===== src/rtl/if_fetch_stage_pkg.sv =====
// -----------------------------------------------------------------------------
// if_fetch_stage_pkg
// Shared constants for the MiniMIPS32 instruction-fetch stage: reset PC,
// exception codes, bus widths, stall levels and the fetch FSM state encoding.
// No ports (package).
// -----------------------------------------------------------------------------
package if_fetch_stage_pkg;

   localparam int unsigned INST_ADDR_BUS = 32;
   localparam int unsigned WORD_BUS      = 32;
   localparam int unsigned EXC_CODE_BUS  = 5;
   localparam int unsigned STALL_BUS     = 4;

   localparam logic [INST_ADDR_BUS-1:0] PC_INIT   = 32'hBFC0_0000;
   localparam logic [WORD_BUS-1:0]      ZERO_WORD = 32'h0000_0000;

   localparam logic STOP   = 1'b1;
   localparam logic NOSTOP = 1'b0;

   localparam logic [EXC_CODE_BUS-1:0] EXC_NONE = 5'h10;
   localparam logic [EXC_CODE_BUS-1:0] EXC_ADEL = 5'h04;

   typedef enum logic [1:0] {
      StFetch = 2'd0,
      StHold  = 2'd1,
      StDrain = 2'd2
   } fetch_state_e;

   // Word fetches need a 4-byte aligned address.
   function automatic logic is_misaligned(input logic [INST_ADDR_BUS-1:0] addr);
      return addr[1:0] != 2'b00;
   endfunction

endpackage


===== src/rtl/if_fetch_stage_pc_next_sel.sv =====
// -----------------------------------------------------------------------------
// pc_next_sel
// Combinational next-PC priority mux: exception flush beats branch/jump,
// which beats the sequential pc+4.
// Ports:
//   flush        in   exception redirect request
//   cp0_excaddr  in   exception handler address
//   jump_flag    in   branch/jump redirect request
//   jump_addr    in   branch/jump target
//   pc           in   current PC
//   pc_next      out  selected next PC
// -----------------------------------------------------------------------------
module pc_next_sel
   import if_fetch_stage_pkg::*;
(
   input  logic                     flush,
   input  logic [INST_ADDR_BUS-1:0] cp0_excaddr,
   input  logic                     jump_flag,
   input  logic [INST_ADDR_BUS-1:0] jump_addr,
   input  logic [INST_ADDR_BUS-1:0] pc,
   output logic [INST_ADDR_BUS-1:0] pc_next
);

   always_comb begin
      pc_next = pc + 32'd4;
      if (flush) begin
         pc_next = cp0_excaddr;
      end else if (jump_flag) begin
         pc_next = jump_addr;
      end
   end

endmodule


===== src/rtl/if_fetch_stage.sv =====
// -----------------------------------------------------------------------------
// if_fetch_stage
// MiniMIPS32 instruction-fetch stage. Owns the PC, runs a req/ack handshake
// with instruction memory and presents one instruction per accepted cycle to
// the IF/ID register, tagged with PC, PC+4, delay-slot flag and fetch
// exception information.
// Ports:
//   cpu_clk_50M   in   clock, rising edge
//   cpu_rst_n     in   asynchronous active-low reset
//   stall         in   pipeline stall vector, stall[0] freezes IF
//   flush         in   exception flush, redirect to cp0_excaddr
//   cp0_excaddr   in   exception handler PC
//   jump_flag     in   taken branch/jump resolved in ID
//   jump_addr     in   branch/jump target
//   next_delay    in   instruction now in IF is a delay slot
//   iaddr         out  fetch address
//   ireq          out  fetch request
//   iack          in   memory accept / data valid
//   irdata        in   instruction word (valid with iack)
//   if_pc         out  PC of presented instruction
//   if_pc_plus_4  out  PC + 4
//   if_inst       out  presented instruction, 0 when none
//   if_delay      out  presented instruction is a delay slot
//   if_exccode    out  fetch exception code
//   if_badvaddr   out  faulting PC on address error
//   stallreq_if   out  fetch outstanding, stall the pipeline
// -----------------------------------------------------------------------------
module if_fetch_stage
   import if_fetch_stage_pkg::*;
#(
   parameter logic [INST_ADDR_BUS-1:0] PC_RESET = PC_INIT
) (
   input  logic                     cpu_clk_50M,
   input  logic                     cpu_rst_n,
   input  logic [STALL_BUS-1:0]     stall,
   input  logic                     flush,
   input  logic [INST_ADDR_BUS-1:0] cp0_excaddr,
   input  logic                     jump_flag,
   input  logic [INST_ADDR_BUS-1:0] jump_addr,
   input  logic                     next_delay,
   output logic [INST_ADDR_BUS-1:0] iaddr,
   output logic                     ireq,
   input  logic                     iack,
   input  logic [WORD_BUS-1:0]      irdata,
   output logic [INST_ADDR_BUS-1:0] if_pc,
   output logic [INST_ADDR_BUS-1:0] if_pc_plus_4,
   output logic [WORD_BUS-1:0]      if_inst,
   output logic                     if_delay,
   output logic [EXC_CODE_BUS-1:0]  if_exccode,
   output logic [INST_ADDR_BUS-1:0] if_badvaddr,
   output logic                     stallreq_if
);

   fetch_state_e state_q, state_d;

   logic [INST_ADDR_BUS-1:0] pc_q, pc_d;
   logic [WORD_BUS-1:0]      hold_q, hold_d;
   logic [INST_ADDR_BUS-1:0] pend_q, pend_d;
   logic                     pend_flush_q, pend_flush_d;
   logic                     delay_q, delay_d;

   logic                     in_fetch, in_hold, in_drain;
   logic                     misaligned, stalled;
   logic                     req, outstanding, avail, valid, accept;
   logic                     jump_eff;
   logic [INST_ADDR_BUS-1:0] redirect_pc, drain_pc;

   // Only stall[0] concerns this stage.
   logic unused_stall;
   assign unused_stall = ^stall[STALL_BUS-1:1];

   assign in_fetch   = (state_q == StFetch);
   assign in_hold    = (state_q == StHold);
   assign in_drain   = (state_q == StDrain);
   assign misaligned = is_misaligned(pc_q);
   assign stalled    = (stall[0] == STOP);

   // Gating with the reset pin drops ireq the moment reset asserts.
   assign req         = in_fetch & ~misaligned & cpu_rst_n;
   assign outstanding = req & ~iack;
   assign avail       = in_fetch & (misaligned | (req & iack));
   assign valid       = (avail | in_hold) & cpu_rst_n;
   assign accept      = valid & ~stalled;

   // A jump seen while the stage is frozen with an instruction in hand is left
   // for ID to re-present; while memory is busy it must be captured now.
   assign jump_eff = jump_flag & (~stalled | outstanding | in_drain);

   pc_next_sel u_pc_next_sel (
      .flush       (flush),
      .cp0_excaddr (cp0_excaddr),
      .jump_flag   (jump_eff),
      .jump_addr   (jump_addr),
      .pc          (pc_q),
      .pc_next     (redirect_pc)
   );

   // While draining, a new flush always wins; a jump may only replace a
   // jump target, never a pending exception target.
   always_comb begin
      drain_pc = pend_q;
      if (flush) begin
         drain_pc = cp0_excaddr;
      end else if (jump_flag && !pend_flush_q) begin
         drain_pc = jump_addr;
      end
   end

   always_comb begin
      state_d      = state_q;
      pc_d         = pc_q;
      hold_d       = hold_q;
      pend_d       = pend_q;
      pend_flush_d = pend_flush_q;
      delay_d      = delay_q;

      if (req && iack) begin
         hold_d = irdata;
      end

      unique case (state_q)
         StFetch: begin
            if (outstanding) begin
               // Memory cannot cancel: park the target until the ack arrives.
               if (flush || jump_eff) begin
                  state_d      = StDrain;
                  pend_d       = redirect_pc;
                  pend_flush_d = flush;
               end
            end else if (avail) begin
               if (flush || !stalled) begin
                  pc_d = redirect_pc;
               end else begin
                  state_d = StHold;
               end
            end
         end
         StHold: begin
            if (flush || !stalled) begin
               pc_d    = redirect_pc;
               state_d = StFetch;
            end
         end
         StDrain: begin
            if (iack) begin
               pc_d         = drain_pc;
               pend_flush_d = 1'b0;
               state_d      = StFetch;
            end else begin
               pend_d       = drain_pc;
               pend_flush_d = pend_flush_q | flush;
            end
         end
         default: begin
            state_d = StFetch;
         end
      endcase

      if (flush) begin
         delay_d = 1'b0;
      end else if (accept) begin
         delay_d = next_delay;
      end
   end

   always_ff @(posedge cpu_clk_50M or negedge cpu_rst_n) begin
      if (!cpu_rst_n) begin
         state_q      <= StFetch;
         pc_q         <= PC_RESET;
         hold_q       <= ZERO_WORD;
         pend_q       <= ZERO_WORD;
         pend_flush_q <= 1'b0;
         delay_q      <= 1'b0;
      end else begin
         state_q      <= state_d;
         pc_q         <= pc_d;
         hold_q       <= hold_d;
         pend_q       <= pend_d;
         pend_flush_q <= pend_flush_d;
         delay_q      <= delay_d;
      end
   end

   always_comb begin
      ireq         = req;
      iaddr        = pc_q;
      if_pc        = pc_q;
      if_pc_plus_4 = pc_q + 32'd4;
      if_inst      = ZERO_WORD;
      if_exccode   = EXC_NONE;
      if_badvaddr  = ZERO_WORD;
      if_delay     = valid & delay_q;
      stallreq_if  = outstanding | in_drain;

      if (valid) begin
         if (misaligned) begin
            if_exccode  = EXC_ADEL;
            if_badvaddr = pc_q;
         end else if (in_hold) begin
            if_inst = hold_q;
         end else begin
            if_inst = irdata;
         end
      end
   end

endmodule


===== config.mk =====
export PLATFORM = sky130hd
export DESIGN_NAME = if_fetch_stage
export DESIGN_NICKNAME = d
export VERILOG_FILES = /design/src/rtl/if_fetch_stage_pkg.sv /design/src/rtl/if_fetch_stage_pc_next_sel.sv /design/src/rtl/if_fetch_stage.sv
export SDC_FILE = /design/constraint.sdc
export NUM_CORES = 1
export LEC_CHECK = 0
export BUFFER_PORTS_ARGS = -buffer_cell sky130_fd_sc_hd__buf_4
export CELL_PAD_IN_SITES_DETAIL_PLACEMENT = 1
export CELL_PAD_IN_SITES_GLOBAL_PLACEMENT = 1
export CORE_UTILIZATION = 36
export CTS_BUF_LIST = sky130_fd_sc_hd__clkbuf_2 sky130_fd_sc_hd__clkbuf_4 sky130_fd_sc_hd__clkbuf_8
export DETAILED_ROUTE_END_ITERATION = 6
export PLACE_DENSITY_LB_ADDON = 0.1
export RECOVER_POWER = 50
export SYNTH_ARGS = -nofsm -noshare
export SYNTH_HDL_FRONTEND = slang
export SYNTH_SLANG_ARGS = --single-unit

===== constraint.sdc =====
create_clock -name cpu_clk_50M -period 2.85 [get_ports cpu_clk_50M]
set_clock_uncertainty 0.1 [all_clocks]
set_input_delay 0.285 -clock cpu_clk_50M [delete_from_list [all_inputs] [get_ports cpu_clk_50M]]
set_output_delay 0.285 -clock cpu_clk_50M [all_outputs]
set_load 0.1 [all_outputs]

Word level (Yosys, flattened, before mapping). Cells that the tools add are included.

$add $sub $neg: 1. Reductions and logical operators: 15. Equal/unequal tests: 12. Bitwise gates (word level): 18. Mux-type cells: 33.

Operators by type and width (number): 2-to-1 mux 32 bit (16); one-hot mux 32 bit (3 select lines) (1); one-hot mux 32 bit (2 select lines) (1); adder 32 x 3 -> 32 bit, second input constant (1); 2-to-1 mux 2 bit (6); 2-to-1 mux 5 bit (2); AND 1 bit (9); != test 2 x 1 -> 1 bit, second input constant (4); AND reduction 4 bit (2); != test 2 bit, second input constant (3); bitwise OR 1 bit (6); one-hot mux 2 bit (3 select lines) (1); nonzero test 2 bit (3); 2-to-1 mux 1 bit (5); AND reduction 5 bit (1); != test 3 x 1 -> 1 bit, second input constant (1); != test 3 x 2 -> 1 bit, second input constant (1); != test 3 bit, second input constant (1); inverter 1 bit (3); AND reduction 3 bit (1); nonzero test 3 bit (1); == test 2 x 1 -> 1 bit, second input constant (1); == test 2 bit, second input constant (1); logical AND 1 bit (2); 4 further kinds (6).

Logic and storage cells: 85. Output and inout port bits: 168. Register bits after elaboration: 100.

Depth between registers and ports, before layout.
Depth in word-level cells: 14. Depth in mapped cells: 10. Depth with buffers taken out: 7.

Modules after synthesis. From an unflattened synthesis, not the netlist that was laid out.

Cells, all modules: 863. Area, all modules: 7925.1 um2.

Modules (own cells, without submodules): if_fetch_stage (instances 1, seq. area each 2513.7 um2, cells an instance 681, area an instance 6739.0 um2); pc_next_sel (instances 1, seq. area each 0.0 um2, cells an instance 182, area an instance 1186.1 um2).

Worst setup path before layout. No wires, ideal clock.

Kind: reg2reg. Start point: register pc_q[5], in the netlist iaddr[5]. End point: register pc_q[11], in the netlist iaddr[11]. Cell stages (with the launch flop): 8. Required time: 2.667 ns. Clock period less this slack: 4.206 ns. Arrival time: 4.023 ns. Setup slack: -1.356 ns. Cells stage by stage: dfrtp_1 buf_2 nand4_1 nor2_1 nand3_1 xnor2_1 o221ai_1 a31oi_1.

Longest elaborated chain between the ends: 7.

RTL lines: start: declaration (RTL line if_fetch_stage.sv:56) `logic [INST_ADDR_BUS-1:0] pc_q, pc_d;`; start signal: assignment (RTL line if_fetch_stage.sv:176) `pc_q <= pc_d;`; adder 32 x 3 -> 32 bit (*); net if_pc_plus_4[11] (RTL line if_fetch_stage.sv:46) `output logic [INST_ADDR_BUS-1:0] if_pc_plus_4,`; 2-to-1 mux 32 bit (*) (RTL line if_fetch_stage_pc_next_sel.sv:28) `end else if (jump_flag) begin`; 2-to-1 mux 32 bit (*) (RTL line if_fetch_stage_pc_next_sel.sv:26) `if (flush) begin`; 2-to-1 mux 32 bit (*) (RTL line if_fetch_stage.sv:131, if_fetch_stage.sv:139); 2-to-1 mux 32 bit (RTL line if_fetch_stage.sv:130) `end else if (avail) begin`; 2-to-1 mux 32 bit (RTL line if_fetch_stage.sv:123) `if (outstanding) begin`; one-hot mux 32 bit (3 select lines) (*) (RTL line if_fetch_stage.sv:121) `unique case (state_q)`.

The timed path passes the listed nets; every way through them passes the cells marked *. The select of a mux whose other input is x is not followed. A chain may end at the register's enable or synchronous reset.

Final worst setup path.
Start point: register pc_q[17], in the netlist iaddr[17]. End point: output port if_pc_plus_4[29].

Longest elaborated chain between the ends: 1.

RTL lines: adder 32 x 3 -> 32 bit (RTL line if_fetch_stage.sv:188) `if_pc_plus_4 = pc_q + 32'd4;`; end: declaration (RTL line if_fetch_stage.sv:46).

Every way passes these cells.

==> impl_metrics.json <==
{
  "outcome": "finished with violations",
  "min_from": "irdata[17]",
  "synth_top_family_by_area": "simple AND/OR/NAND/NOR gates",
  "synthAdderAreaFrac": 0.00188,
  "initial_core_util": 0.369,
  "die_w_um": 138,
  "grt_pass1_wl_mm": 40.1,
  "setup_viol": 0,
  "drive_gt1_frac": 0.485,
  "max_freq_ghz": 0.357,
  "power_switching_w": 0.00812,
  "io_buffers": 267,
  "hp-class": "in -> reg",
  "slew_headroom": 0.160,
  "final_util": 0.544,
  "cts_tree": "yes",
  "clk_pin_slew_ps": 100,
  "synth_seq_cells": 100,
  "period_minus_slack_ps": 2800,
  "drt_iter0_drc": 281,
  "wl_mm": 25.1,
  "finalCritPeriodShare": 0.984,
  "post-dp-hpwl_mm": 18.5,
  "irDropWorstVdd_uv": 817,
  "synth_flop_cell": "dfrtp_1",
  "grt_pass1_vias": 7108,
  "cp-start-kind": "flop",
  "hold_depth": 2,
  "die_area_mm2": 0.0191,
  "antenna_found_initial": 0,
  "yosysSeqAreaShare": 0.377,
  "cp-end-kind": "primary output",
  "firstDrtPassIters": 7,
  "dp_slack_ps": 201,
  "place.gp.congestion": 0.801,
  "rows": 49,
  "synth.avg_cell_area_um2": 8.54,
  "fill_cells": 2151,
  "muxShareOfSynthArea": 0.130,
  "synth_xor_area_frac": 0.0236,
  "min_to": "hold_q[17]",
  "p_leak_nw": 4.37,
  "ys_types": 65,
  "cts_buffer_depth": 2,
  "diodes": 0,
  "cts_buffers": 9,
  "crit_required_ps": 2470,
  "grt_max_degree": 55,
  "sw_frac_of_total": 0.641,
  "synth_edf_count": 0,
  "ys_warn_count": 0,
  "p_clk_frac": 0.072,
  "cp_max_fo": 11,
  "gr-total-overflow": 0,
  "numClockSinks": 100,
  "setup.worst_path.class": "reg -> out",
  "pwr-share-comb": 0.702,
  "synthCells": 781,
  "p_int_w": 0.00455,
  "r2r_end": "iaddr[15]",
  "fp.dieH_um": 138,
  "viasPerCell": 5.46,
  "setup_slack_ps": 45.6,
  "maxCapViolCount": 0,
  "drc_errors": 40,
  "htreeDepth": 3,
  "clk_latency_ps": 390,
  "grtUsageTotal": 0.269,
  "r2r_setup_slack_ps": 390,
  "syn_area_mm2": 0.00667,
  "failed_checks": "DRC",
  "ioPinCount": 274,
  "synthArstFlopShare": 1.00,
  "fin_nets": 1123,
  "finalHoldViolations": 0,
  "wl_per_cell_um": 20.1,
  "rsz0062_at_grt": "yes",
  "syn_to_final_growth_pct": 47.4,
  "ant_nets": 0,
  "vias": 6829,
  "power_frac_seq": 0.226,
  "p_per_area_mw_per_mm2": 1290,
  "arrival_ps": 2420,
  "slew_violations": 0,
  "cts-root-buf": "clkbuf_8",
  "synth_compound_gate_area_share": 0.155,
  "crit_start": "iaddr[17]",
  "rr_worst_depth": 7,
  "timing.hold.ws_ps": 34.4,
  "core_mm2": 0.0181,
  "worst_slew_pin_slew_ps": 1270,
  "yosys.area_share.simple": 0.227,
  "r2r_start": "iaddr[0]"
}
==> placed cells by master, fill, tap and decap left out, types with 7 or more instances in the layout <==
| master | instances |
|---|---|
| a21oi_1 | 18 |
| a21oi_4 | 30 |
| a31oi_1 | 25 |
| and2_1 | 21 |
| and2_2 | 9 |
| buf_4 | 274 |
| clkbuf_1 | 26 |
| clkbuf_8 | 11 |
| dfrtp_1 | 68 |
| dfrtp_2 | 18 |
| dfstp_2 | 7 |
| inv_1 | 11 |
| mux2_2 | 60 |
| mux2i_1 | 19 |
| nand2_1 | 142 |
| nand3_1 | 12 |
| nand4_1 | 11 |
| nor2_1 | 66 |
| o21ai_0 | 20 |
| o221ai_1 | 11 |
| or2_2 | 7 |
| xor2_4 | 8 |
==> cell families after synthesis <==
logic type | count (synthesis)
AND/OR/NAND/NOR | 324
AO/OA/AOI/OAI | 154
buffers and inverters | 104
flip-flops | 100
multiplexers | 79
XOR/XNOR | 18
adder cells (fa/ha/maj) | 1
other | 1
==> metal layers <==
metal  part of all wire  vias up  global-route usage
li1                   -     3176                   -
met1               0.44     3406               0.355
met2               0.48      206               0.447
met3              0.046       41              0.0419
met4              0.028        0              0.0982
met5                  0        -                   0
==> per-stage QoR <==
stage / power (W) / setup TNS, ps / instance area (um2) / std cells
final: 0.0127 / 0 / 9830 / 1250
after floorplan: 0.0101 / -527 / 7440 / 783
after global routing: 0.0132 / -44.1 / 9830 / 1250
after global placement: 0.0117 / 0 / 9520 / 1220
after detailed placement: 0.0118 / 0 / 9520 / 1220
after CTS: 0.0128 / 0 / 9780 / 1241
==> registers in the layout (all words and copies together), names as in the netlist <==
| register | cells |
|---|---|
| state_q | 2 |
| hold_q | 32 |
| iaddr | 32 |
| pend_q | 32 |
| delay_q | 1 |
| pend_flush_q | 1 |
==> worst max path at each step <==
stage | to | depth (start not counted)
after floorplan | iaddr[11] | 6
after global placement | if_pc_plus_4[28] | 6
after detailed placement | if_pc_plus_4[28] | 6
after CTS | if_pc_plus_4[27] | 5
after global routing | if_pc_plus_4[29] | 5
final | if_pc_plus_4[29] | 5
==> cell type report <==
| type | count | area [um2] | area share |
|---|---|---|---|
| Clock inverter | 4 | 33.8 | 0.00344 |
| Clock buffer | 12 | 159 | 0.0162 |
| Inverter | 14 | 56.3 | 0.00573 |
| Sequential cell | 100 | 2560 | 0.261 |
| Timing Repair Buffer | 312 | 2350 | 0.239 |
| Tap cell | 229 | 287 | 0.0291 |
| Multi-Input combinational cell | 579 | 4380 | 0.446 |
==> cell usage after synthesis (10+ instances only) <==
master,count,area [um2]
inv_1,12,45.0
buf_2,16,80.1
and2_1,31,194
nand4_1,11,68.8
nand2_1,143,537
a31oi_1,25,156
o21ai_0,20,100
nor4_1,10,62.6
a21oi_1,50,250
dfrtp_1,91,2280
nor2_1,75,282
clkbuf_1,28,105
mux2i_1,19,190
nand3_1,12,60.1
mux2_2,60,676
o221ai_1,11,96.3
buf_4,39,293
==> critical path, cell delays in order, from the launching register on <==
cell and delay (ps):
dfrtp_4 520, nand4_1 320, or2_4 370, o31a_1 290, or2_2 290, buf_4 230
==> power groups by stage <==
stage	clock [W]	combinational (W)	sequential, W
after global placement	0	0.00881	0.00286
final	0.000918	0.00890	0.00286
after floorplan	0	0.00621	0.00390
after CTS	0.000956	0.00895	0.00286
after global routing	0.000997	0.00920	0.00298
after detailed placement	0	0.00889	0.00291
==> timing repair <==
action / 4_1_cts / 5_1_grt
gates cloned: 0 / 1
endpoints found under the setup margin: 8 / 44
resized for setup: 7 / 12
pin swaps: 3 / 3
hold buffers: 2 / 0
hold endpoints to repair: 8 / 0
buffers inserted: 3 / 8
Power figures use the tool's default switching activity.
